**src/rtl/move_input_sequencer.sv**
```systemverilog
// Connect-4 input stage: synchronises and debounces the column switches and
// drop button, validates the requested column against local fill heights and
// issues one move per accepted press on a valid/ready handshake.
module move_input_sequencer #(
  parameter int COLS            = 4,
  parameter int ROWS            = 4,
  parameter int DEBOUNCE_CYCLES = 16,
  parameter int CNT_W           = 5
) (
  input  logic            clk,
  input  logic            reset,
  input  logic [COLS-1:0] switches,
  input  logic            btn_east,
  input  logic            game_active,
  input  logic            clear_board,
  input  logic            move_ready,
  output logic            move_valid,
  output logic [1:0]      move_col,
  output logic [2:0]      move_row,
  output logic            move_reject,
  output logic            board_full,
  output logic            busy
);

  localparam int HW = 3;
  localparam int OW = $clog2(COLS + 1);

  typedef enum logic [1:0] {
    IDLE,
    CHECK,
    ISSUE,
    WAIT_RELEASE
  } state_e;

  state_e            state_q, state_d;
  logic              btn_s1_q, btn_s2_q;
  logic [COLS-1:0]   sw_s1_q, sw_s2_q;
  logic [CNT_W-1:0]  cnt_q, cnt_d;
  logic              stable_q, stable_d;
  logic              stable_prev_q;
  logic [COLS-1:0]   cap_q, cap_d;
  logic [HW-1:0]     height_q [COLS];
  logic [HW-1:0]     height_d [COLS];
  logic              valid_q, valid_d;
  logic [1:0]        col_q, col_d;
  logic [2:0]        row_q, row_d;
  logic              reject_q, reject_d;
  logic              full_q, full_d;

  logic              press;
  logic [OW-1:0]     ones;
  logic [1:0]        enc;
  logic              bad_pick;

  assign press = stable_q & ~stable_prev_q;

  // Two-flop synchronisers for the raw button and switches.
  always_ff @(posedge clk or negedge reset) begin
    if (!reset) begin
      btn_s1_q <= 1'b0;
      btn_s2_q <= 1'b0;
      sw_s1_q  <= '0;
      sw_s2_q  <= '0;
    end else begin
      btn_s1_q <= btn_east;
      btn_s2_q <= btn_s1_q;
      sw_s1_q  <= switches;
      sw_s2_q  <= sw_s1_q;
    end
  end

  // Debounce: the stable level follows the synced button only after a full run of agreeing cycles.
  always_comb begin
    cnt_d    = cnt_q;
    stable_d = stable_q;
    if (btn_s2_q == stable_q) begin
      cnt_d = '0;
    end else if (cnt_q == CNT_W'(DEBOUNCE_CYCLES - 1)) begin
      stable_d = btn_s2_q;
      cnt_d    = '0;
    end else begin
      cnt_d = cnt_q + CNT_W'(1);
    end
  end

  // Captured switch pattern decode: bit count and binary column index.
  always_comb begin
    ones = '0;
    enc  = '0;
    for (int unsigned i = 0; i < COLS; i++) begin
      if (cap_q[i]) begin
        ones = ones + OW'(1);
        enc  = 2'(i);
      end
    end
    bad_pick = (ones != OW'(1)) || (height_q[enc] == HW'(ROWS));
  end

  // State register plus all datapath registers.
  always_ff @(posedge clk or negedge reset) begin
    if (!reset) begin
      state_q       <= IDLE;
      cnt_q         <= '0;
      stable_q      <= 1'b0;
      stable_prev_q <= 1'b0;
      cap_q         <= '0;
      height_q      <= '{default: '0};
      valid_q       <= 1'b0;
      col_q         <= '0;
      row_q         <= '0;
      reject_q      <= 1'b0;
      full_q        <= 1'b0;
    end else begin
      state_q       <= state_d;
      cnt_q         <= cnt_d;
      stable_q      <= stable_d;
      stable_prev_q <= stable_q;
      cap_q         <= cap_d;
      height_q      <= height_d;
      valid_q       <= valid_d;
      col_q         <= col_d;
      row_q         <= row_d;
      reject_q      <= reject_d;
      full_q        <= full_d;
    end
  end

  // Next-state logic; clear_board overrides every transition.
  always_comb begin
    state_d = state_q;
    if (clear_board) begin
      state_d = IDLE;
    end else begin
      unique case (state_q)
        IDLE:         if (press && game_active) state_d = CHECK;
        CHECK:        state_d = bad_pick ? WAIT_RELEASE : ISSUE;
        ISSUE:        if (move_ready) state_d = WAIT_RELEASE;
        WAIT_RELEASE: if (!stable_q) state_d = IDLE;
        default:      state_d = IDLE;
      endcase
    end
  end

  // Output and height updates per state; board_full looks at next heights so it rises right after the final accept.
  always_comb begin
    cap_d    = cap_q;
    height_d = height_q;
    valid_d  = valid_q;
    col_d    = col_q;
    row_d    = row_q;
    reject_d = 1'b0;
    if (clear_board) begin
      height_d = '{default: '0};
      valid_d  = 1'b0;
    end else begin
      unique case (state_q)
        IDLE: begin
          valid_d = 1'b0;
          if (press && game_active) cap_d = sw_s2_q;
        end
        CHECK: begin
          if (bad_pick) begin
            reject_d = 1'b1;
          end else begin
            valid_d = 1'b1;
            col_d   = enc;
            row_d   = height_q[enc];
          end
        end
        ISSUE: begin
          if (move_ready) begin
            valid_d = 1'b0;
            if (height_q[col_q] != HW'(ROWS)) height_d[col_q] = height_q[col_q] + HW'(1);
          end
        end
        default: valid_d = 1'b0;
      endcase
    end
    full_d = 1'b1;
    for (int unsigned c = 0; c < COLS; c++) begin
      if (height_d[c] != HW'(ROWS)) full_d = 1'b0;
    end
  end

  assign move_valid  = valid_q;
  assign move_col    = col_q;
  assign move_row    = row_q;
  assign move_reject = reject_q;
  assign board_full  = full_q;
  assign busy        = (state_q != IDLE);

endmodule

```
**config.mk**
```make
export PLATFORM = sky130hd
export DESIGN_NAME = move_input_sequencer
export DESIGN_NICKNAME = d
export VERILOG_FILES = /design/src/rtl/move_input_sequencer.sv
export SDC_FILE = /design/constraint.sdc
export NUM_CORES = 1
export LEC_CHECK = 0
export BUFFER_PORTS_ARGS = -buffer_cell sky130_fd_sc_hd__buf_4
export CORE_MARGIN = 2
export CORE_UTILIZATION = 59
export DETAILED_ROUTE_END_ITERATION = 10
export GPL_TIMING_DRIVEN = 0
export PLACE_DENSITY = 0.79
export SYNTH_ARGS = -nofsm -noshare
export SYNTH_HDL_FRONTEND = slang
export SYNTH_SLANG_ARGS = --single-unit
```
**constraint.sdc**
```tcl
create_clock -name clk -period 3.2 [get_ports clk]
set_input_delay 0.16 -clock clk [delete_from_list [all_inputs] [get_ports clk]]
set_output_delay 0.16 -clock clk [all_outputs]
set_load 0.005 [all_outputs]
```
======== Word level (Yosys, flattened, before mapping) ========
Cells that the tools add are included.
W data, S select, Z words.
cells by class
  $add $sub $neg .......................... 5
  magnitude comparators ................... 3
  eq/ne operators ......................... 16
  muxes and demuxes ....................... 39
  bitwise gates (word level) .............. 7
  reductions and logical operators ........ 10
operator list
  operator               number
  $mux W12               4
  $ne A3 B3 Y1 const B   9
  $mux W3                8
  $mux W1                13
  $add A3 B1 Y3 const B  4
  $bmux W3 S2            2
  $bwmux W12             1
  $mux W2                6
  $mux W5                2
  $reduce_and A3 Y1      3
  $pmux W2 S4            1
  $demux W3 S2           1
  $ge A3 B3 Y1 const B   2
  $not A2 Y3             2
  $add A5 B1 Y5 const B  1
  $eq A5 B4 Y1 const B   1
  $eq A2 B2 Y1 const B   2
  $not A1 Y1             4
  $reduce_and A2 Y1      2
  $eq A3 B3 Y1 const B   1
  $lt A3 B1 Y1 const B   1
  $ne A3 B1 Y1 const B   1
  $eq A2 B1 Y1 const B   1
  $logic_and A1 B1 Y1    2
  other kinds (6)        6
word-level totals
  flip-flop bits (word level) ............. 43
  input bits .............................. 10
  output and inout port bits .............. 9
  word-level logic and storage cells ...... 98

======== Logic depth before layout (Yosys ltp) ========
Gate-level depths: netlist (run 1).
  word-level depth ........................ 15
  depth in mapped cells ................... 9
  gate-level depth less buffers ........... 8

======== Worst setup path before layout (run 1) ========
Ideal clock, no wire load.
  kind .................................... flip-flop to flip-flop
  start ................................... register cap_q[1]
  end ..................................... register col_q[0], in the netlist move_col[0]
  library setup time ...................... 0.125 ns
  arrival time ............................ 2.394 ns
  required time ........................... 3.075 ns
  setup slack ............................. 0.681 ns
  cell stages (with the launch flop) ...... 8
  buffers on the path ..................... 0
  clock period less this slack ............ 2.519 ns
  path through ............................ dfrtp_1 > inv_1 > ha_1 > xor2_2 > ha_1 > o41a_1 > a211oi_4 > mux2_4
on the way
  longest elaborated chain between the ends .. 11
  elaborated cells between the ends (all ways) .. 17
  classes of those cells .................. 2 x add/sub; 2 x eq/ne; 9 x mux; 2 x bitwise; 2 x reduce/logical
RTL lines
  element                                                                 RTL line  source
  start, declared                                                         41        logic [COLS-1:0] cap_q, cap_d;
  start signal, assigned                                                  118       cap_q <= cap_d;
  parallel branches: the longest is 11 deep, another holds $add A3 B1 Y3  --
  end signal, assigned                                                    121       col_q <= col_d;
  end, declared                                                           45        logic [1:0] col_q, col_d;
Several ways; the timed one is not identified. The select of a mux whose other input is x is not followed.
A chain may end at the register's enable or synchronous reset.

======== Worst setup path in the final report (run 1) ========
  start ................................... register cap_q[1]
  end ..................................... register row_q[2], in the netlist move_row[2]
on the way
  longest elaborated chain between the ends .. 11
  elaborated cells between the ends (all ways) .. 17
  classes of those cells .................. 2 x add/sub; 2 x eq/ne; 9 x mux; 2 x bitwise; 2 x reduce/logical
RTL lines
  element                                                                 RTL line  source
  parallel branches: the longest is 11 deep, another holds $add A3 B1 Y3  --
  end signal, assigned                                                    122       row_q <= row_d;
  end, declared                                                           46        logic [2:0] row_q, row_d;
Several ways; the timed one is not identified. The select of a mux whose other input is x is not followed.

==> flow_metrics.tcl, run 1 <==
set metrics [dict create \
    io_buffers 18 \
    start_util_pct 61.6 \
    dr.pass1.iters 4 \
    ioPinCount 19 \
    worstPathArrival_ps 2960 \
    grt-ovfl-total 0 \
    netlist_area_sq_mm 0.00227 \
    cp-start-kind "flop" \
    finalNonFillerCells 291 \
    slowest_stage "dfrtp_1" \
    clk_path_buf_depth 2 \
    cts.repair.resized 0 \
    setup_viol_count_final 0 \
    cp_common_cell "ha_1" \
    dp.final_hpwl_um 3250 \
    final_cell_mix "dfrtp_1, nor2_1, buf_4" \
    critPathMaxStageDelay_ps 500 \
    worst_setup_path_end_kind "flop" \
    die_h_um 66.1 \
    antennaDiodeCount 0 \
    die_w_um 66.1 \
    drive_gt1_share_pct 18.1 \
    slew_violations 0 \
    cts.sinks 43 \
    p_leak_nw 1.24 \
    placed_cells 277 \
    final.setup_skew_ps 4.42 \
    drv_cap 0 \
    slew_headroom_pct 46.3 \
    cts_tree "yes" \
    avgSynthCellArea_sq_um 10.8 \
    gp_congestion 0.894 \
    finalCritPeriodShare_pct 86.6 \
    async_flop_share_pct 100 \
    synth-edff-count 0 \
    n_fill_cell 286 \
    seqCellArea_sq_mm 0.00108 \
    worstMarginPinSlew_ps 800 \
    areaGrowthSynthToFinish_pct 15.0 \
    fin_util_pct 70.8 \
    yosysWarnings 0 \
    routedWlPerCell_um 15.4 \
    ys_seq_area_share_pct 47.4 \
    drt_iter0_drc 139 \
    detail-route-antenna-nets 0 \
    cp_cell_sequence "inv_1 > ha_1 > xor2_2 > ha_1 > o41a_1 > a211oi_4 > mux2_4" \
    cts_buffers 5 \
    synth_ff_type "dfrtp_1" \
    final_common_cell "dfrtp_1" \
    irDropWorstVdd_mv 0.279 \
    worst_ep_required_time_ps 3390 \
    grt.total_usage_pct 23.8 \
    routed_via_density 5.68 \
    post-route-drc-count 0 \
    h-tree-depth 2 \
    num_rows 22 \
    cts-root-buf "clkbuf_8" \
    grt_pass1_wl_um 7710 \
    nNetsFinal 263 \
    fin_setup_tns_ps 0 \
    run_status "complete, no violations" \
    ys_types 47 \
    worstPathMaxFanout 6 \
    syn_inst 211 \
    holdCritPathClass "primary input to flop" \
    fin_crit_ps 2770 \
    finalPower_mw 1.01 \
    rsz0062_at_grt "false" \
    fp.dieArea_sq_mm 0.00436 \
    num_vias 1652 \
    ys_ff_latch 43 \
    clock.fmax_ghz 0.361 \
    path_clk_slew_ps 80 \
    grt_pass1_vias 1655 \
    wirelength_um 4480 \
    cellPowerDensity_mw_per_mm2 385 \
    hold_viol_final 0 \
    core_sq_mm 0.00369 \
    antenna_found_initial 0 \
    crit_type "flop to flop" \
    multi_input_area_sq_mm 0.00109 \
    worstSkewPairLatency_ps 300 \
    grt_max_degree 44 \
    synth_nets 232 \
]
[path summary, 6_finish.rpt]
check / start / to / slack [ps] / depth (start not counted)
worst min register to register: sw_s1_q[1] / sw_s2_q[1] / 360 / 0
worst max register to register: cap_q[1] / move_row[2] / 430 / 7
min in group asynchronous: reset / height_q[6] / 370 / 2
worst min-delay path: clear_board / move_reject / 200 / 3
max in group asynchronous: reset / sw_s2_q[1] / 2470 / 2
worst max-delay path: cap_q[1] / move_row[2] / 430 / 7
[cell usage after synthesis, types with 2 or more instances]
| master | count | share of area, % |
|---|---|---|
| inv_1 | 16 | 2.6 |
| mux4_2 | 2 | 2.0 |
| or2b_2 | 2 | 0.77 |
| nand3_1 | 3 | 0.66 |
| nor2_1 | 27 | 4.5 |
| o211ai_1 | 2 | 0.66 |
| nor3_1 | 4 | 0.88 |
| a21oi_1 | 11 | 2.4 |
| nand4_1 | 4 | 1.1 |
| nand3b_1 | 2 | 0.66 |
| mux2_4 | 4 | 2.6 |
| nand2b_1 | 4 | 1.1 |
| o21ai_0 | 13 | 2.9 |
| ha_1 | 11 | 6.1 |
| dfrtp_1 | 43 | 47 |
| a211oi_1 | 2 | 0.66 |
| nor2b_1 | 2 | 0.55 |
| nand2_1 | 12 | 2.0 |
| buf_6 | 2 | 0.99 |
| xor2_1 | 4 | 1.5 |
| and2_1 | 3 | 0.83 |
| clkbuf_1 | 2 | 0.33 |
| mux2i_1 | 12 | 5.3 |
[critical path: cells and delay by family, from the launching register on]
family,cells,cell delay (ps)
buf+inv,1,120
xor+xnor,1,200
flops,1,500
compound gates,2,870
fa+ha+maj,2,630
mux,1,330
[metrics by stage]
step | area (sq um) | hold WS, ps | setup WS, ps
after floorplan | 2270 | -136 | 681
after global placement | 2470 | 178 | 484
after detailed placement | 2470 | 177 | 438
after CTS | 2610 | 192 | 426
after global routing | 2610 | 215 | 318
final | 2610 | 196 | 429
[final cells by class]
type                       count  share of cell area [%]
multi-input combinational    146                    41.7
sequential                    43                    41.2
timing repair buffer          24                    7.47
tap                           48                    2.30
clock buffer                   6                    2.78
inverter                      17                    2.44
clock inverter                 2                   0.479
buffer                         5                    1.68
[report_power, final]
group / switching, mW / leakage, nW / total (mW) / internal, mW
Sequential: 0.00918 / 0.538 / 0.568 / 0.559
Clock: 0.184 / 0.0412 / 0.337 / 0.152
Combinational: 0.0573 / 0.664 / 0.101 / 0.0438
Total: 0.251 / 1.24 / 1.01 / 0.755
[routing by layer]
layer | vias up | wire length [um] | track usage (%) | part of all wire, %
li1 | 798 | - | - | -
met1 | 792 | 2010 | 31.8 | 45
met2 | 55 | 2160 | 38.6 | 48
met3 | 7 | 246 | 5.28 | 5.5
met4 | 0 | 61 | 7.91 | 1.4
met5 | - | 0 | 0 | 0
[what timing repair did]
action                    4_1_cts  5_1_grt
hold buffers                    6        0
hold endpoints to repair       48        0
buffers inserted                0        0
[logic make-up after synthesis]
group,after synthesis,synth area share (%)
buffers and inverters,22,4.74
adders and majority gates,11,6.06
muxes,19,10.4
and+or+nand+nor,69,15.1
DFF,43,47.4
AOI/OAI and AO/OA,41,13.7
xor gates and xnor gates,6,2.64
[state kept, by name, summed over array words and instances (netlist names), 2 cells and up]
name,cells
height_q,12
cnt_q,5
cap_q,4
sw_s1_q,4
sw_s2_q,4
move_row,3
move_col,2
state_q,2
(Power assumes the default switching activity.)
==> run 2, diff against run 1 <==
--- a/config.mk
+++ b/config.mk
@@ -8,6 +8,7 @@
 export BUFFER_PORTS_ARGS = -buffer_cell sky130_fd_sc_hd__buf_4
 export CORE_MARGIN = 2
 export CORE_UTILIZATION = 59
+export CTS_BUF_LIST = sky130_fd_sc_hd__clkbuf_4 sky130_fd_sc_hd__clkbuf_8 sky130_fd_sc_hd__clkbuf_16
 export DETAILED_ROUTE_END_ITERATION = 10
 export GPL_TIMING_DRIVEN = 0
 export PLACE_DENSITY = 0.79
==> flow_metrics.tcl, run 2 (synthesis results as in run 1) <==
set metrics [dict create \
    run_status "complete, no violations" \
    largestRegisters "height_q x12, cnt_q x5" \
    cts-root-buf "clkbuf_8" \
    fin_crit_ps 2770 \
    hold_viol_final 0 \
    worst_setup_path_end_kind "flop" \
    cp-start-kind "flop" \
    num_rows 22 \
    post-route-drc-count 0 \
    place_area_sq_mm 0.00247 \
    finalInstanceArea_sq_mm 0.00262 \
    clk_path_buf_depth 2 \
    cellPowerDensity_mw_per_mm2 387 \
    holdCritPathClass "primary input to flop" \
    detail-route-antenna-nets 0 \
    n_fill_cell 286 \
    wirelength_um 4500 \
    grt_pass1_vias 1657 \
    antennaDiodeCount 0 \
    slew_headroom_pct 46.3 \
    cts_buffers 5 \
    slew_violations 0 \
    crit_type "flop to flop" \
    routed_via_density 5.67 \
    drv_cap 0 \
    gp_congestion 0.894 \
    finalCritPeriodShare_pct 86.7 \
    cts_tree "yes" \
    die_h_um 66.1 \
    worstPathArrival_ps 2960 \
    final_cell_mix "dfrtp_1, nor2_1, buf_4" \
    die_w_um 66.1 \
    seqCellArea_sq_mm 0.00108 \
    grt_pass1_wl_um 7730 \
    drt_iter0_drc 142 \
    clock.fmax_ghz 0.361 \
    largest_reg_flops 12 \
    irDropWorstVdd_mv 0.336 \
    fin_setup_tns_ps 0 \
    routedWlPerCell_um 15.5 \
    dr.pass1.iters 4 \
    worstPathMaxFanout 6 \
    p_leak_nw 1.25 \
    areaGrowthSynthToFinish_pct 15.1 \
    dp.final_hpwl_um 3250 \
    setup_viol_count_final 0 \
    ioPinCount 19 \
    final_common_cell "dfrtp_1" \
    drive_gt1_share_pct 18.5 \
    grt_max_degree 44 \
    largest-register "height_q" \
    worstSkewPairLatency_ps 300 \
    postCtsSetupBuffers 0 \
    num_vias 1650 \
    final.setup_skew_ps 4.82 \
    io_buffers 18 \
    rsz0062_at_grt "false" \
    nNetsFinal 263 \
    start_util_pct 61.6 \
    path_clk_slew_ps 80 \
    core_sq_mm 0.00369 \
    worst_ep_required_time_ps 3390 \
    fp.dieArea_sq_mm 0.00436 \
    multi_input_area_sq_mm 0.00109 \
    antenna_found_initial 0 \
    grt.total_usage_pct 23.7 \
    worstMarginPinSlew_ps 799 \
    grt-ovfl-total 0 \
    cts.sinks 43 \
    h-tree-depth 2 \
]
-- run 2: cell types whose count changed in the layout (fill, tap and decap cells not counted) --
| cell | change |
|---|---|
| clkbuf_4 | +1 |
| clkbuf_1 | -1 |
-- run 2: final cells by class --
class / count / area share (%)
repair buffers: 24 / 7.46
plain buffers: 5 / 1.67
clock inverters: 2 / 0.478
clock buffers: 6 / 2.92
well taps: 48 / 2.30
inverters: 17 / 2.44
flip-flops and latches: 43 / 41.1
multi-input cells: 146 / 41.6
-- run 2: path summary, 6_finish.rpt --
path                             start          end  slack, ps  cells past startpoint
min reg2reg                 sw_s1_q[1]   sw_s2_q[1]        360                      0
min in group asynchronous        reset  height_q[6]        370                      2
min                        clear_board  move_reject        200                      3
max                           cap_q[1]  move_row[2]        430                      7
max reg2reg                   cap_q[1]  move_row[2]        430                      7
max in group asynchronous        reset   sw_s2_q[1]       2460                      2
-- run 2: critical path, stage by stage (launching register included) --
cell	delay, ps
dfrtp_1	500
inv_1	120
ha_1	340
xor2_2	200
ha_1	290
o41a_1	470
a211oi_4	400
mux2_4	340
-- run 2: repair_timing --
item | CTS | global route
gates resized for setup | 0 | 0
endpoints found under the hold margin | 48 | 0
hold buffers | 6 | 0
-- run 2: metal layers --
metal / global-route usage [%] / vias up / wire length, um
li1: - / 794 / -
met1: 31.7 / 790 / 2040
met2: 38.9 / 55 / 2160
met3: 4.77 / 11 / 237
met4: 7.91 / 0 / 70
met5: 0 / - / 0
-- run 2: stage by stage --
| step | hold WS, ps | total power, mW | setup WS (ps) | instances | util, % |
|---|---|---|---|---|---|
| detailed placement | 177 | 0.675 | 438 | 277 | 66.9 |
| floorplan | -136 | 0.630 | 681 | 211 | - |
| global placement | 178 | 0.669 | 484 | 277 | 66.9 |
| CTS | 191 | 1.02 | 426 | 291 | 70.9 |
| finish | 198 | 1.01 | 427 | 291 | 70.9 |
| global route | 218 | 1.07 | 318 | 291 | 70.9 |
-- run 2: power by group --
group          total [mW]  internal [mW]  switching (mW)
combinational       0.101         0.0438          0.0576
clock               0.344          0.161           0.183
sequential          0.568          0.559         0.00921
total                1.01          0.763           0.250
==> run 3, diff against run 2 <==
--- a/config.mk
+++ b/config.mk
@@ -6,6 +6,7 @@
 export NUM_CORES = 1
 export LEC_CHECK = 0
 export BUFFER_PORTS_ARGS = -buffer_cell sky130_fd_sc_hd__buf_4
+export CORE_ASPECT_RATIO = 2
 export CORE_MARGIN = 2
 export CORE_UTILIZATION = 59
 export CTS_BUF_LIST = sky130_fd_sc_hd__clkbuf_4 sky130_fd_sc_hd__clkbuf_8 sky130_fd_sc_hd__clkbuf_16
==> constraint.sdc (replaced) <==
create_clock -name clk -period 3 [get_ports clk]
set_input_delay 0.15 -clock clk [delete_from_list [all_inputs] [get_ports clk]]
set_output_delay 0.15 -clock clk [all_outputs]
set_load 0.005 [all_outputs]
==> flow_metrics.tcl, run 3 (synthesis results as in run 1) <==
set metrics [dict create \
    wirelength_um 4480 \
    use_met1_pct 31.5 \
    antennaDiodeCount 0 \
    hold_viol_final 0 \
    worstMarginPinSlew_ps 709 \
    grt_use_met2_pct 37.1 \
    finalCritPeriodShare_pct 92.7 \
    num_rows 32 \
    rsz0062_at_grt "false" \
    slew_violations 0 \
    crit_type "flop to flop" \
    routedWlPerCell_um 15.2 \
    grt_pass1_vias 1656 \
    final.setup_skew_ps 7.76 \
    clk_path_buf_depth 2 \
    worstPathMaxFanout 6 \
    worst_ep_required_time_ps 3190 \
    worst_setup_path_end_kind "flop" \
    busiest_layer "met2" \
    slew_headroom_pct 52.4 \
    use_met3_pct 4.13 \
    post-route-drc-count 0 \
    worstSkewPairLatency_ps 290 \
    cts_buffers 5 \
    clock.fmax_ghz 0.360 \
    grt_pass1_wl_um 7560 \
    n_fill_cell 304 \
    die_h_um 91.8 \
    core_sq_mm 0.00376 \
    routed_via_density 5.63 \
    postCtsSetupBuffers 0 \
    grt-ovfl-total 0 \
    largest_reg_flops 12 \
    largestRegisters "height_q x12, cnt_q x5" \
    dp.final_hpwl_um 3300 \
    place_area_sq_mm 0.00247 \
    holdCritPathClass "primary input to flop" \
    p_leak_nw 1.26 \
    cp-start-kind "flop" \
    fin_setup_tns_ps 0 \
    detail-route-antenna-nets 0 \
    antenna_found_initial 0 \
    fin_util_pct 70.4 \
    drive_gt1_share_pct 18.5 \
    grt.total_usage_pct 23.7 \
    cellPowerDensity_mw_per_mm2 440 \
    run_status "complete, no violations" \
    seqCellArea_sq_mm 0.00108 \
    fin_crit_ps 2780 \
    h-tree-depth 2 \
    fp.dieArea_sq_mm 0.00439 \
    largest-register "height_q" \
    grt_max_degree 44 \
    cts_tree "yes" \
    start_util_pct 60.4 \
    num_vias 1654 \
    final_common_cell "dfrtp_1" \
    dr.pass1.iters 4 \
    cts.sinks 43 \
    io_buffers 18 \
    worstPathArrival_ps 2970 \
    drt_iter0_drc 32 \
    final_cell_mix "dfrtp_1, nor2_1, buf_4" \
    finalInstanceArea_sq_mm 0.00265 \
    cts-root-buf "clkbuf_8" \
    path_clk_slew_ps 80 \
    nNetsFinal 263 \
    multi_input_area_sq_mm 0.00109 \
    areaGrowthSynthToFinish_pct 16.6 \
    die_w_um 47.9 \
    setup_viol_count_final 0 \
    irDropWorstVdd_mv 0.425 \
    gp_congestion 0.963 \
    ioPinCount 19 \
    drv_cap 0 \
]
-- run 3: changes by cell type in the layout (fill, tap and decap cells not counted), sizes merged --
| cell | delta |
|---|---|
| bufinv | +1 |
| clkinvlp | -1 |
-- run 3: layout make-up --
| class | count | area share, % |
|---|---|---|
| multi-input combinational | 146 | 41.1 |
| sequential | 43 | 40.6 |
| timing repair buffer | 24 | 7.37 |
| clock buffer | 6 | 3.12 |
| inverter | 17 | 2.41 |
| tap | 51 | 2.41 |
| buffer | 5 | 1.65 |
| clock inverter | 2 | 1.32 |
-- run 3: path summary, 6_finish.rpt --
| path | slack [ps] | depth (start not counted) | start | endpoint |
|---|---|---|---|---|
| setup / recovery | 220 | 7 | cap_q[1] | move_col[0] |
| hold / removal | 180 | 3 | clear_board | move_reject |
| setup reg to reg | 220 | 7 | cap_q[1] | move_col[0] |
| hold reg to reg | 350 | 0 | sw_s1_q[1] | sw_s2_q[1] |
| max in group asynchronous | 2260 | 2 | reset | height_q[4] |
| min in group asynchronous | 370 | 2 | reset | sw_s2_q[1] |
-- run 3: routing by layer --
metal,vias up,part of all wire [%]
li1,800,-
met1,790,43
met2,56,51
met3,8,4.1
met4,0,2.5
met5,-,0
-- run 3: report_power, final --
part | switching, mW | total (mW) | internal [mW]
clock | 0.188 | 0.458 | 0.269
sequential | 0.00910 | 0.605 | 0.596
combinational | 0.0584 | 0.104 | 0.0456
total | 0.256 | 1.17 | 0.911
-- run 3: critical path: stages (launching register included) --
cell and delay (ps):
dfrtp_1 510, inv_1 130, ha_1 350, xor2_2 210
ha_1 290, o41a_1 470, a211oi_4 360, mux2_4 330
-- run 3: through the flow --
step | setup WS, ps | std cells | hold slack [ps] | power [mW]
6_report | 219 | 294 | 176 | 1.17
5_1_grt | 108 | 294 | 183 | 1.22
4_1_cts | 216 | 294 | 172 | 1.18
3_5_place_dp | 233 | 280 | 169 | 0.716
3_3_place_gp | 277 | 280 | 164 | 0.713
2_1_floorplan | 481 | 211 | -146 | 0.672
-- run 3: what timing repair did --
action	in CTS	in global routing
hold endpoints to repair	48	0
resized for setup	0	0
hold buffers	6	0
